**src/rtl/riscv_core_div_out.sv**
```systemverilog
// -----------------------------------------------------------------------------
// riscv_core_div_out
//
// Result stage of the RV64 M-extension divider. An issue pulse captures the
// operation type, the operand sign information and the divide-by-zero and
// signed-overflow special cases. The stage then waits for the unsigned
// iterative divider core to report quotient/remainder magnitudes, applies
// sign correction and the RISC-V special-case rules, sign-extends W-form
// results, and presents the final rd value behind a valid/ready handshake.
//
// Optional feature macro: DIV_OUT_SPECIAL_EN
//   defined   : a divide-by-zero or overflow op skips the core. The stage goes
//               straight to DONE, with the result valid the cycle after start.
//               o_div_out_core_kill pulses for one cycle to abort the core.
//   undefined : every op waits for the core. core_kill is tied low.
//
// Ports
//   i_clk                clock, all state on the rising edge
//   i_rst                synchronous active-high reset
//   i_div_out_start      issue pulse, accepted only while not busy
//   i_div_out_srcA/B     original signed-form dividend / divisor
//   i_div_out_control    00 DIV, 01 DIVU, 10 REM, 11 REMU
//   i_div_out_isword     W variant (operates on the low XLEN/2 bits)
//   i_div_out_core_done  core pulse: magnitudes valid this cycle
//   i_div_out_quotient   unsigned quotient magnitude from the core
//   i_div_out_remainder  unsigned remainder magnitude from the core
//   o_div_out_core_kill  one-cycle core abort (special-case bypass only)
//   o_div_out_busy       high while an op is in flight or a result is held
//   o_div_out_valid      final result valid
//   i_div_out_ready      writeback accepts when valid & ready
//   o_div_out_result     final rd value
// -----------------------------------------------------------------------------
module riscv_core_div_out #(
    parameter int XLEN = 64
) (
    input  logic            i_clk,
    input  logic            i_rst,
    input  logic            i_div_out_start,
    input  logic [XLEN-1:0] i_div_out_srcA,
    input  logic [XLEN-1:0] i_div_out_srcB,
    input  logic [1:0]      i_div_out_control,
    input  logic            i_div_out_isword,
    input  logic            i_div_out_core_done,
    input  logic [XLEN-1:0] i_div_out_quotient,
    input  logic [XLEN-1:0] i_div_out_remainder,
    output logic            o_div_out_core_kill,
    output logic            o_div_out_busy,
    output logic            o_div_out_valid,
    input  logic            i_div_out_ready,
    output logic [XLEN-1:0] o_div_out_result
);

    localparam int H = XLEN / 2;

    typedef enum logic [1:0] {
        S_IDLE = 2'd0,
        S_WAIT = 2'd1,
        S_DONE = 2'd2
    } state_t;

    state_t state_q, state_d;

    // Per-op information captured at issue
    logic [1:0]      ctrl_q;
    logic            isword_q;
    logic            dz_q;
    logic            ovf_q;
    logic            neg_quo_q;
    logic            neg_rem_q;
    logic [XLEN-1:0] dividend_q;

    logic [XLEN-1:0] result_q, result_d;

    // Decode of the live issue operands
    logic            signed_op;
    logic            sign_a;
    logic            sign_b;
    logic            dz_in;
    logic            ovf_in;
    logic [XLEN-1:0] dividend_in;
    logic            start_acc;
    logic            special_in;

    always_comb begin
        signed_op = ~i_div_out_control[0];
        if (i_div_out_isword) begin
            sign_a      = i_div_out_srcA[H-1];
            sign_b      = i_div_out_srcB[H-1];
            dz_in       = (i_div_out_srcB[H-1:0] == '0);
            ovf_in      = signed_op
                        & (i_div_out_srcA[H-1:0] == {1'b1, {(H-1){1'b0}}})
                        & (i_div_out_srcB[H-1:0] == {H{1'b1}});
            dividend_in = {{(XLEN-H){1'b0}}, i_div_out_srcA[H-1:0]};
        end else begin
            sign_a      = i_div_out_srcA[XLEN-1];
            sign_b      = i_div_out_srcB[XLEN-1];
            dz_in       = (i_div_out_srcB == '0);
            ovf_in      = signed_op
                        & (i_div_out_srcA == {1'b1, {(XLEN-1){1'b0}}})
                        & (i_div_out_srcB == {XLEN{1'b1}});
            dividend_in = i_div_out_srcA;
        end
        start_acc = (state_q == S_IDLE) & i_div_out_start;
    end

`ifdef DIV_OUT_SPECIAL_EN
    assign special_in = dz_in | ovf_in;
`else
    assign special_in = 1'b0;
`endif

    // Sign-correct the core magnitude, then apply the special cases.
    // Divide-by-zero wins over overflow. W results are sign-extended from
    // bit H-1 for every W op, unsigned ones included.
    function automatic logic [XLEN-1:0] finalize(
        input logic [1:0]      ctrl,
        input logic            isword,
        input logic            dz,
        input logic            ovf,
        input logic            neg_quo,
        input logic            neg_rem,
        input logic [XLEN-1:0] dividend,
        input logic [XLEN-1:0] quo,
        input logic [XLEN-1:0] rem
    );
        logic [XLEN-1:0] raw;
        logic [XLEN-1:0] val;
        logic            neg;
        raw = ctrl[1] ? rem : quo;
        neg = ctrl[1] ? neg_rem : neg_quo;
        val = neg ? ((~raw) + XLEN'(1)) : raw;
        if (dz) begin
            val = ctrl[1] ? dividend : {XLEN{1'b1}};
        end else if (ovf) begin
            val = ctrl[1] ? '0 : dividend;
        end
        if (isword) begin
            val = {{(XLEN-H){val[H-1]}}, val[H-1:0]};
        end
        return val;
    endfunction

    // ---------------- FSM: state register ----------------
    always_ff @(posedge i_clk) begin
        if (i_rst) begin
            state_q <= S_IDLE;
        end else begin
            state_q <= state_d;
        end
    end

    // ---------------- FSM: next state ----------------
    always_comb begin
        state_d = state_q;
        case (state_q)
            S_IDLE: if (i_div_out_start) state_d = special_in ? S_DONE : S_WAIT;
            S_WAIT: if (i_div_out_core_done) state_d = S_DONE;
            S_DONE: if (i_div_out_ready) state_d = S_IDLE;
            default: state_d = S_IDLE;
        endcase
    end

    // ---------------- Result datapath ----------------
    always_comb begin
        result_d = result_q;
        if (start_acc && special_in) begin
            // Bypass: the overrides do not depend on the core output.
            result_d = finalize(i_div_out_control, i_div_out_isword, dz_in, ovf_in,
                                1'b0, 1'b0, dividend_in, '0, '0);
        end else if (state_q == S_WAIT && i_div_out_core_done) begin
            result_d = finalize(ctrl_q, isword_q, dz_q, ovf_q, neg_quo_q, neg_rem_q,
                                dividend_q, i_div_out_quotient, i_div_out_remainder);
        end
    end

    always_ff @(posedge i_clk) begin
        if (i_rst) begin
            ctrl_q     <= '0;
            isword_q   <= 1'b0;
            dz_q       <= 1'b0;
            ovf_q      <= 1'b0;
            neg_quo_q  <= 1'b0;
            neg_rem_q  <= 1'b0;
            dividend_q <= '0;
            result_q   <= '0;
        end else begin
            if (start_acc) begin
                ctrl_q     <= i_div_out_control;
                isword_q   <= i_div_out_isword;
                dz_q       <= dz_in;
                ovf_q      <= ovf_in;
                neg_quo_q  <= signed_op & (sign_a ^ sign_b);
                neg_rem_q  <= signed_op & sign_a;
                dividend_q <= dividend_in;
            end
            result_q <= result_d;
        end
    end

`ifdef DIV_OUT_SPECIAL_EN
    // Registered so the pulse lines up with the first cycle in DONE.
    logic kill_q;
    always_ff @(posedge i_clk) begin
        if (i_rst) begin
            kill_q <= 1'b0;
        end else begin
            kill_q <= start_acc & special_in;
        end
    end
`endif

    // ---------------- FSM: outputs ----------------
    always_comb begin
        o_div_out_busy   = (state_q != S_IDLE);
        o_div_out_valid  = (state_q == S_DONE);
`ifdef DIV_OUT_SPECIAL_EN
        o_div_out_core_kill = kill_q;
`else
        o_div_out_core_kill = 1'b0;
`endif
    end

    assign o_div_out_result = result_q;

endmodule

```
**config.mk**
```make
export PLATFORM = sky130hd
export DESIGN_NAME = riscv_core_div_out
export DESIGN_NICKNAME = d
export VERILOG_FILES = /design/src/rtl/riscv_core_div_out.sv
export SDC_FILE = /design/constraint.sdc
export NUM_CORES = 1
export LEC_CHECK = 0
export ABC_AREA = 1
export CAP_MARGIN = 5
export CORE_ASPECT_RATIO = 1.2
export CORE_UTILIZATION = 40
export DETAILED_ROUTE_END_ITERATION = 8
export DONT_BUFFER_PORTS = 1
export SLEW_MARGIN = 10
export SYNTH_ARGS = -nofsm -noshare
export SYNTH_HDL_FRONTEND = slang
export SYNTH_SLANG_ARGS = --single-unit
```
**constraint.sdc**
```tcl
create_clock -name i_clk -period 5.4 [get_ports i_clk]
set_clock_uncertainty 0.2 [all_clocks]
set_input_delay 0.27 -clock i_clk [delete_from_list [all_inputs] [get_ports i_clk]]
set_output_delay 0.27 -clock i_clk [all_outputs]
set_load 0.02 [all_outputs]
```
Word level (Yosys, flattened, before mapping)
Index checks and enable logic that the tools add are counted.

word-level totals
  output and inout bits = 67
  word-level logic and storage cells = 52
  register bits after elaboration = 137
  input bits = 264

operators by class
  multiplexer cells = 17
  bitwise logic cells = 10
  add/sub/neg operators = 1
  equal/unequal tests = 9
  reduce and logical (&&, ||, !) cells = 6

operator list
  kind                                                              number
  64-bit 2-to-1 mux                                                 8
  64-bit == test (second input constant)                            2
  64-bit by 1-bit adder with 64-bit output (second input constant)  1
  32-bit == test (second input constant)                            2
  64-bit zero test                                                  1
  64-bit inverter                                                   1
  32-bit zero test                                                  1
  1-bit AND                                                         7
  2-bit 2-to-1 mux                                                  3
  2-bit one-hot mux with 3 select lines                             1
  1-bit 2-to-1 mux                                                  5
  2-bit != test (second input constant)                             2
  3-bit AND reduction                                               1
  2-bit by 1-bit == test with 1-bit output (second input constant)  1
  2-bit == test (second input constant)                             1
  2-bit zero test                                                   1
  2-bit by 1-bit != test with 1-bit output (second input constant)  1
  2-bit nonzero test                                                1
  1-bit logical AND                                                 1
  1-bit inverter                                                    1
  1-bit bitwise XOR                                                 1

Longest topological paths before layout
Gate-level depths: netlist of run 1.

  word-level depth = 7
  depth in mapped cells = 21
  mapped depth without buffers = 19

Least setup slack after synthesis of run 1
Ideal clock, no wire load.

  path type = reg-to-reg
  start point = register ctrl_q[1]
  end point = register result_q[60] (netlist: o_div_out_result[60])
  slack = 2.947 ns
  path buffers = 3
  library setup time = 0.122 ns
  data arrival time = 2.131 ns
  period minus slack after synthesis = 2.453 ns
  cell stages (with the launch flop) = 18
  cell sequence = dfxtp_1 buf_6 buf_8 buf_6 nand2_1 o21ai_2 ha_1 inv_1 nor2_2 nand2_1 nand2_1 nand3_2 nor2_4 nand3_1 nand3_1 nand3_1 nand2_1 a21oi_2

on the way
  word-level cells in the longest chain between the ends = 7

ends and longest elaborated chain
  element                                   RTL line  source
  start, declared                           64        logic [1:0] ctrl_q;
  start signal, assigned                    188       ctrl_q <= i_div_out_control;
  64-bit 2-to-1 mux                         129       raw = ctrl[1] ? rem : quo;
  64-bit inverter                           131       val = neg ? ((~raw) + XLEN'(1)) : raw;
  64-bit by 1-bit adder with 64-bit output  131
  64-bit 2-to-1 mux                         131
  64-bit 2-to-1 mux                         134       end else if (ovf) begin
  64-bit 2-to-1 mux (*)                     132       if (dz) begin
  64-bit 2-to-1 mux (*)                     137       if (isword) begin
  end signal, assigned                      196       result_q <= result_d;
  end, declared                             72        logic [XLEN-1:0] result_q, result_d;

Mark *: on every way between the ends. The rest lies on a longest branch, timed or not.
A chain may end at the register's enable or synchronous reset.

Worst setup path in the final report of run 1
  start point = register ctrl_q[1]
  end point = register result_q[38] (netlist: o_div_out_result[38])

Same word-level chain as after synthesis.

==> results of run 1 <==
==> per-stage QoR <==
step,hold WS [ps],total power [W]
3_5_place_dp,146,0.00192
6_report,-5.41,0.00323
4_1_cts,0.182,0.00323
3_3_place_gp,146,0.00192
2_1_floorplan,215,0.00173
5_1_grt,28.7,0.00337
==> sequential cells by signal, summed over array words and instances, names as in the netlist <==
name,count
ovf_q,1
isword_q,1
o_div_out_result,64
neg_quo_q,1
dividend_q,64
ctrl_q,1
neg_rem_q,1
dz_q,1
state_q,2
==> per-layer routing <==
metal,vias up,part of all wire [%]
li1,5910,-
met1,5474,44
met2,498,46
met3,53,7.3
met4,0,2.6
met5,-,0
==> worst paths after layout <==
path | start | end | slack (ps) | depth (start not counted)
min | i_rst | state_q[0] | -5 | 2
max reg2reg | ctrl_q[1] | o_div_out_result[38] | 1370 | 20
min reg2reg | neg_quo_q | neg_quo_q | 270 | 2
max | ctrl_q[1] | o_div_out_result[38] | 1370 | 20
==> critical path, cell delays in order, from the launching register on <==
cell     delay, ps
dfxtp_4        960
inv_2          500
buf_4          390
nand2_1        100
nand2_1        120
inv_2           80
nand2_1         80
nor2_1         130
nand2_1         90
nor2_1         120
nand2_2         80
nand2_4        100
nand2_2         60
nand3_2         80
nand2_2         70
nand3_2         80
nand2_4        110
inv_4          340
nand2_1        100
nand2_1         70
inv_1           40
==> synth_stat cells (8+ instances only) <==
master	number	area (um^2)
buf_2	16	80.1
nor4_1	31	194
o21ai_0	112	561
buf_1	8	30.0
dfxtp_1	136	2720
buf_6	9	101
nand3_1	130	651
nand2_2	23	144
nor2_1	219	822
nor2_2	16	100
nand2_1	570	2140
nor2_4	8	90.1
nand4_1	37	231
a21oi_1	102	510
inv_2	25	93.8
inv_1	165	619
o211ai_1	32	240
clkbuf_1	55	206
a22oi_1	26	195
a21oi_2	19	166
o21ai_1	17	85.1
==> timing repair <==
item                                   4_1_cts  5_1_grt
resized for setup                            0        0
hold buffers                                71        0
endpoints found under the hold margin      101        0
setup endpoints to repair                    0        0
==> cell type report <==
type	instances	area (um^2)	share of cell area, %
Clock inverter	12	171	1.45
Timing Repair Buffer	82	811	6.85
Clock buffer	20	467	3.94
Inverter	194	731	6.17
Sequential cell	136	2730	23.0
Multi-Input combinational cell	1390	6520	55.1
Tap cell	330	413	3.49
==> logic make-up after synthesis <==
kind of cell,Yosys count
xor gates and xnor gates,1
DFF,136
and+or+nand+nor,1059
other,1
adders and majority gates,1
AOI/OAI and AO/OA,328
buffers and inverters,287
==> power by group <==
group          total [W]  switching, W  internal, W
sequential       0.00117      0.000105      0.00107
combinational   0.000795      0.000534     0.000261
clock            0.00126      0.000453     0.000807
==> impl_metrics.ini, run 1 <==
[finish]
utilization_pct = 46.4
drive_gt1_share_pct = 8.51
final_common_cell = nand2_1
layout-area-overhead-vs-synth_pct = 13.5
mostFrequentLayoutCells = nand2_1, nor2_1, inv_1, dfxtp_1, nand3_1
stdcell_count = 2164
antenna_cells = 0
nets = 2086
n_fill_cell = 2798
finish.instance_area_um2 = 11800

[clock_tree]
postCtsSetupBuffers = 0
clock_sinks = 136
cts_tree = built
clk_pin_slew_ps = 60
clk_latency_ps = 430
cts_buffer_depth = 2
cts_made_buffers = 17
root_buffer = clkbuf_16
cts_htree_levels = 4

[grt]
grt-busiest-layer = met2
use_met3_pct = 4.58
grtUsageMet1_pct = 39.6
met2_usage_pct = 48.7
track_usage_pct = 29.7
grt_overflow = 0
first_global_vias = 10600
grt_pass1_wl_um = 60100
antenna_found_initial = 0
grt_max_degree = 96

[yosys]
synth_simple_gate_area_share_pct = 43.7
yosysWarnings = 0
synth-seq-area-share_pct = 26.1
synth_top_family_by_area = simple AND/OR/NAND/NOR gates
async_flop_share_pct = 0
syn_area_per_cell_um2 = 5.75
synthMuxAreaShare_pct = 0
ys_seq_elements = 136
synth_flop_cell = dfxtp_1
synth_compound_area_share_pct = 18.4
synth_cell_types = 44
synth_edf_count = 0
syn_area_um2 = 10400
netlist_instances = 1813
synth_nets = 2078
synth-xor-area-share_pct = 0.0840
synthAdderAreaFrac_pct = 0.120

[timing]
setup_viol = 0
period_minus_slack_ps = 4030
worstMarginPinSlew_ps = 1090
finalCritPeriodShare_pct = 74.6
drv_slew = 0
setup_slack_ps = 1370
hold_viol = 3
relSlewSlack_pct = 27.1
setup_tns_ps = 0
max_freq_mhz = 248
whs_ps = -5.41
rsz0062_at_grt = false

[detailed_routing]
wl_per_cell_um = 18.9
dr.pass1.iters = 6
antenna_left = 0
vias_per_cell = 5.52
drc = 0
vias = 11900
drt-initial-drc-count = 765
drt_wl_total_um = 40800

[worst_setup_path]
critPathCaptureType = flip-flop
cp_max_fo = 94
critical_path_arrival_ps = 4150
cp_data_required_time_ps = 5530
crit_type = flip-flop to flip-flop
startpoint_type = flip-flop

[die]
io_pins = 331
start_util_pct = 40.8
fp-row-count = 64
dieArea_um2 = 26700
fp.dieH_um = 179
die_x_um = 149
coreArea_um2 = 25500

[placement]
dp_cells = 2061
place_area_um2 = 10500
globalplace.congestion = 0.985
port_buffers = 0
place_ws_ps = 1360
place_hpwl_um = 30800

[power]
ir_worst_vdd_v = 0.000226
cellLeakagePower_nw = 5.22
p_per_area_nw_per_um2 = 273

[worst_hold_path]
hold_path_class = input pin to flip-flop

[run_status]
violations = hold timing
status = finished, violations left

[flow_run]
maxCapViolations = 0
Power figures use the tool's default switching activity.
==> inputs of run 2 (changes only) <==
--- a/config.mk
+++ b/config.mk
@@ -5,7 +5,7 @@
 export SDC_FILE = /design/constraint.sdc
 export NUM_CORES = 1
 export LEC_CHECK = 0
-export ABC_AREA = 1
+export ABC_AREA = 0
 export CAP_MARGIN = 5
 export CORE_ASPECT_RATIO = 1.2
 export CORE_UTILIZATION = 40
==> constraint.sdc (replaced) <==
create_clock -name i_clk -period 4.12 [get_ports i_clk]
set_clock_uncertainty 0.2 [all_clocks]
set_input_delay 0.206 -clock i_clk [delete_from_list [all_inputs] [get_ports i_clk]]
set_output_delay 0.206 -clock i_clk [all_outputs]
set_load 0.02 [all_outputs]
==> impl_metrics.ini, run 2 <==
[yosys]
synth_flop_cell = dfxtp_1
netlist_instances = 1359
synth-seq-area-share_pct = 27.1
async_flop_share_pct = 0
yosysWarnings = 0
syn_area_per_cell_um2 = 7.38
yosysTopAreaCell = dfxtp_1
synth_cell_types = 79
synth_most_common_cell = nand2_1
syn_area_um2 = 10000
synth_edf_count = 0
ys_top_cells_by_area = dfxtp_1, mux2i_1, nand2_1
yosysTopAreaCellShare_pct = 27.1
ys_seq_elements = 136
yosys-top-cells-count = nand2_1, nor2_1, dfxtp_1
synth_nets = 1624

[die]
die_x_um = 147
io_pins = 331
fp.dieH_um = 175
dieArea_um2 = 25700
fp-row-count = 63
coreArea_um2 = 24700
start_util_pct = 40.7

[grt]
track_usage_pct = 31.7
antenna_found_initial = 1
grt_pass1_wl_um = 62600
grt_overflow = 0
grt_max_degree = 131
first_global_vias = 10500

[power]
p_per_area_nw_per_um2 = 321
cellLeakagePower_nw = 3.92
ir_worst_vdd_v = 0.000224

[timing]
rsz0062_at_grt = false
finalCritPeriodShare_pct = 94.9
worstMarginPinSlew_ps = 894
max_freq_mhz = 256
setup_viol = 0
period_minus_slack_ps = 3910
hold_viol = 1
setup_slack_ps = 212
drv_slew = 0
whs_ps = -0.943
setup_tns_ps = 0
relSlewSlack_pct = 40.4

[detailed_routing]
dr.pass1.iters = 5
vias_per_cell = 6.36
vias = 11000
drt_wl_total_um = 41900
antenna_left = 0
drt-initial-drc-count = 984
drc = 0
wl_per_cell_um = 24.2

[clock_tree]
clock_sinks = 136
cts_buffer_depth = 2
cts_tree = built
cts_made_buffers = 17
root_buffer = clkbuf_16
clk_pin_slew_ps = 60
cts_htree_levels = 4
clk_latency_ps = 430

[worst_setup_path]
cp_max_fo = 57
cp_data_required_time_ps = 4240
regToRegSetupSlack_ps = 210
critPathCaptureType = flip-flop
startpoint_type = flip-flop
critical_path_arrival_ps = 4020
crit_type = flip-flop to flip-flop

[finish]
n_fill_cell = 2543
layout-area-overhead-vs-synth_pct = 17.3
stdcell_count = 1732
nets = 1658
utilization_pct = 47.7
mostFrequentLayoutCells = nand2_1, nor2_1, dfxtp_1, a21oi_1, dlygate4sd3_1
final_common_cell = nand2_1
drive_gt1_share_pct = 8.18

[flow_run]
maxCapViolations = 0

[placement]
place_hpwl_um = 31500
globalplace.congestion = 0.951
dp_cells = 1606
port_buffers = 0
place_ws_ps = 575

[run_status]
status = finished, violations left
violations = hold timing

[worst_hold_path]
hold_path_class = input pin to flip-flop
==> run 2: routing by layer <==
metal	wire, um	vias to the layer above	global-route usage (%)
met5	0	-	0
met4	1250	0	10.5
met3	3920	69	6.47
met2	19000	615	50.9
met1	17800	5174	42.3
li1	-	5154	-
==> run 2: area by class of cell <==
cell class	instances	area (um^2)	area share (%)
repair buffers	127	1230	10.5
diodes	1	2.50	0.0213
well taps	325	407	3.46
clock buffers	21	460	3.91
inverters	8	30.0	0.255
flip-flops and latches	136	2730	23.2
multi-input cells	1103	6810	57.9
clock inverters	11	98.8	0.840
==> run 2: critical path: stages (launching register included) <==
cell,delay (ps)
dfxtp_4,570
buf_12,300
or4b_2,610
a222oi_1,280
and3_1,250
a2111o_1,190
nand3_1,200
nor2_4,300
buf_4,230
a31oi_1,90
dlygate4sd3_1,570
==> run 2: final timing paths <==
check	start	cells past startpoint	to
setup / recovery	ctrl_q[1]	10	o_div_out_result[45]
hold / removal	i_div_out_srcB[63]	5	neg_quo_q
setup reg to reg	ctrl_q[1]	10	o_div_out_result[45]
hold reg to reg	dividend_q[58]	2	dividend_q[58]
==> run 2: repair_timing <==
| item | 4_1_cts | 5_1_grt |
|---|---|---|
| endpoints found under the hold margin | 136 | 0 |
| hold buffers | 92 | 0 |
| endpoints found under the setup margin | 0 | 1 |
| buffers inserted | 0 | 1 |
| gates resized for setup | 0 | 4 |
==> run 2: cell families after synthesis <==
| group | count (synthesis) | share of synthesized area, % |
|---|---|---|
| XOR/XNOR | 42 | 3.67 |
| adder cells (fa/ha/maj) | 1 | 0.125 |
| flip-flops | 136 | 27.1 |
| AND/OR/NAND/NOR | 621 | 32.4 |
| AO/OA/AOI/OAI | 364 | 23.7 |
| buffers and inverters | 120 | 5.42 |
| multiplexers | 74 | 7.48 |
| other | 1 | 0.0374 |
==> run 2: power by group <==
group | internal [W] | leakage (nW) | switching (W) | total, W
Clock | 0.000860 | 0.277 | 0.000605 | 0.00146
Sequential | 0.00140 | 1.11 | 0.000153 | 0.00155
Combinational | 0.000316 | 2.53 | 0.000441 | 0.000757
Total | 0.00258 | 3.92 | 0.00120 | 0.00378
==> run 2: through the flow <==
step	power, W	cell area (um^2)
global route	0.00392	11800
global placement	0.00221	10200
detailed placement	0.00222	10200
CTS	0.00377	11700
floorplan	0.00205	10100
finish	0.00378	11800
==> inputs of run 3 (changes only) <==
--- a/config.mk
+++ b/config.mk
@@ -9,6 +9,8 @@
 export CAP_MARGIN = 5
 export CORE_ASPECT_RATIO = 1.2
 export CORE_UTILIZATION = 40
+export CTS_BUF_LIST = sky130_fd_sc_hd__clkbuf_16
+export CTS_CLUSTER_SIZE = 10
 export DETAILED_ROUTE_END_ITERATION = 8
 export DONT_BUFFER_PORTS = 1
 export SLEW_MARGIN = 10
==> impl_metrics.ini, run 3 (same netlist as run 2, synthesis figures left out) <==
[run_status]
status = finished, violations left
violations = hold timing

[power]
ir_worst_vdd_v = 0.000224
p_per_area_nw_per_um2 = 318
cellLeakagePower_nw = 3.92

[die]
die_x_um = 147
io_pins = 331
coreArea_um2 = 24700
fp-row-count = 63
start_util_pct = 40.7
fp.dieH_um = 175
dieArea_um2 = 25700

[detailed_routing]
antenna_left = 0
vias = 11100
drt_wl_total_um = 41900
wl_per_cell_um = 24.2
drt-initial-drc-count = 1016
vias_per_cell = 6.42
drc = 0
dr.pass1.iters = 5

[worst_setup_path]
max_stage_delay_ps = 610
critPathCaptureType = flip-flop
worst_path_dominant_cell_family = simple AND/OR/NAND/NOR gates
crit_buf_inv = 3
slowest_stage = or4b_2
cp_max_fo = 57
startpoint_type = flip-flop
crit_type = flip-flop to flip-flop
critical_path_arrival_ps = 4030
cp_data_required_time_ps = 4230
crit_chain = buf_12, or4b_2, a222oi_1, and3_1, a2111o_1, nand3_1, nor2_4, buf_4, a31oi_1, dlygate4sd3_1

[grt]
first_global_vias = 10500
antenna_found_initial = 0
track_usage_pct = 31.8
grt_pass1_wl_um = 62600
grt_max_degree = 131
grt_overflow = 0

[finish]
regArea_um2 = 2730
final_common_cell = nand2_1
nets = 1657
layout-area-overhead-vs-synth_pct = 16.9
multi_input_area_um2 = 6810
mostFrequentLayoutCells = nand2_1, nor2_1, dfxtp_1, a21oi_1, dlygate4sd3_1
drive_gt1_share_pct = 8.04
antenna_cells = 0
finish.instance_area_um2 = 11700
n_fill_cell = 2550

[clock_tree]
cts_tree = built
cts_htree_levels = 4
clk_pin_slew_ps = 60
clock_sinks = 136
clk_latency_ps = 430
cts_buffer_depth = 2
root_buffer = clkbuf_16
cts_made_buffers = 17

[timing]
setup_tns_ps = 0
setup_viol = 0
rsz0062_at_grt = false
finalCritPeriodShare_pct = 95.1
drv_slew = 0
hold_viol = 1
whs_ps = -0.737
worstMarginPinSlew_ps = 894
max_freq_mhz = 255
relSlewSlack_pct = 40.4
setup_slack_ps = 202
period_minus_slack_ps = 3920

[placement]
port_buffers = 0
place_ws_ps = 575
place_area_um2 = 10200
globalplace.congestion = 0.951
place_hpwl_um = 31500

[worst_hold_path]
hold_path_class = input pin to flip-flop

[flow_run]
maxCapViolations = 0
[run 3: changes by cell type in the layout (fill, tap and decap cells not counted)]
cell and delta:
clkinv_1 +2, clkbuf_8 -2, diode_2 -1, inv_1 +2
clkbuf_1 -2, dlygate4sd3_1 -1
[run 3: worst paths after layout]
check | slack, ps | cells past startpoint | startpoint | endpoint
worst max-delay path | 200 | 10 | ctrl_q[1] | o_div_out_result[45]
worst min-delay path | -0.7 | 5 | i_div_out_srcB[63] | neg_quo_q
worst max register to register | 200 | 10 | ctrl_q[1] | o_div_out_result[45]
worst min register to register | 260 | 2 | dividend_q[58] | dividend_q[58]
[run 3: worst reg2reg max path, delay by kind of cell (launching register included)]
family | cells | cell delay (ps)
compound gates | 3 | 570
flops | 1 | 570
simple gates | 4 | 1360
buf+inv | 3 | 1100
[run 3: timing repair]
action / 4_1_cts / 5_1_grt
gates resized for setup: 0 / 4
buffers inserted: 0 / 1
setup endpoints to repair: 0 / 1
hold buffers: 91 / 0
hold endpoints to repair: 136 / 0
[run 3: metal layers]
metal | vias up | part of all wire, % | global-route usage [%]
li1 | 5148 | - | -
met1 | 5269 | 42 | 42.3
met2 | 615 | 46 | 50.9
met3 | 69 | 9.6 | 6.55
met4 | 0 | 2.9 | 10.5
met5 | - | 0 | 0
[run 3: layout make-up]
class	count	share of cell area (%)
Clock buffer	17	3.63
Clock inverter	15	0.970
Inverter	8	0.256
Multi-Input combinational cell	1103	58.0
Sequential cell	136	23.2
Tap cell	325	3.47
Timing Repair Buffer	126	10.4
[run 3: where the power goes]
group | internal [W] | switching [W] | total, W
combinational | 0.000315 | 0.000441 | 0.000756
sequential | 0.00140 | 0.000153 | 0.00155
clock | 0.000817 | 0.000601 | 0.00142
total | 0.00253 | 0.00119 | 0.00373
[run 3: through the flow]
| step | util [%] | total power [W] | instances | hold slack [ps] |
|---|---|---|---|---|
| 6_report | 47.6 | 0.00373 | 1730 | -0.737 |
| 3_3_place_gp | 41.5 | 0.00221 | 1606 | 87.5 |
| 2_1_floorplan | - | 0.00205 | 1359 | 142 |
| 3_5_place_dp | 41.5 | 0.00222 | 1606 | 89.6 |
| 5_1_grt | 47.6 | 0.00387 | 1730 | 41.3 |
| 4_1_cts | 47.4 | 0.00373 | 1729 | 0.151 |
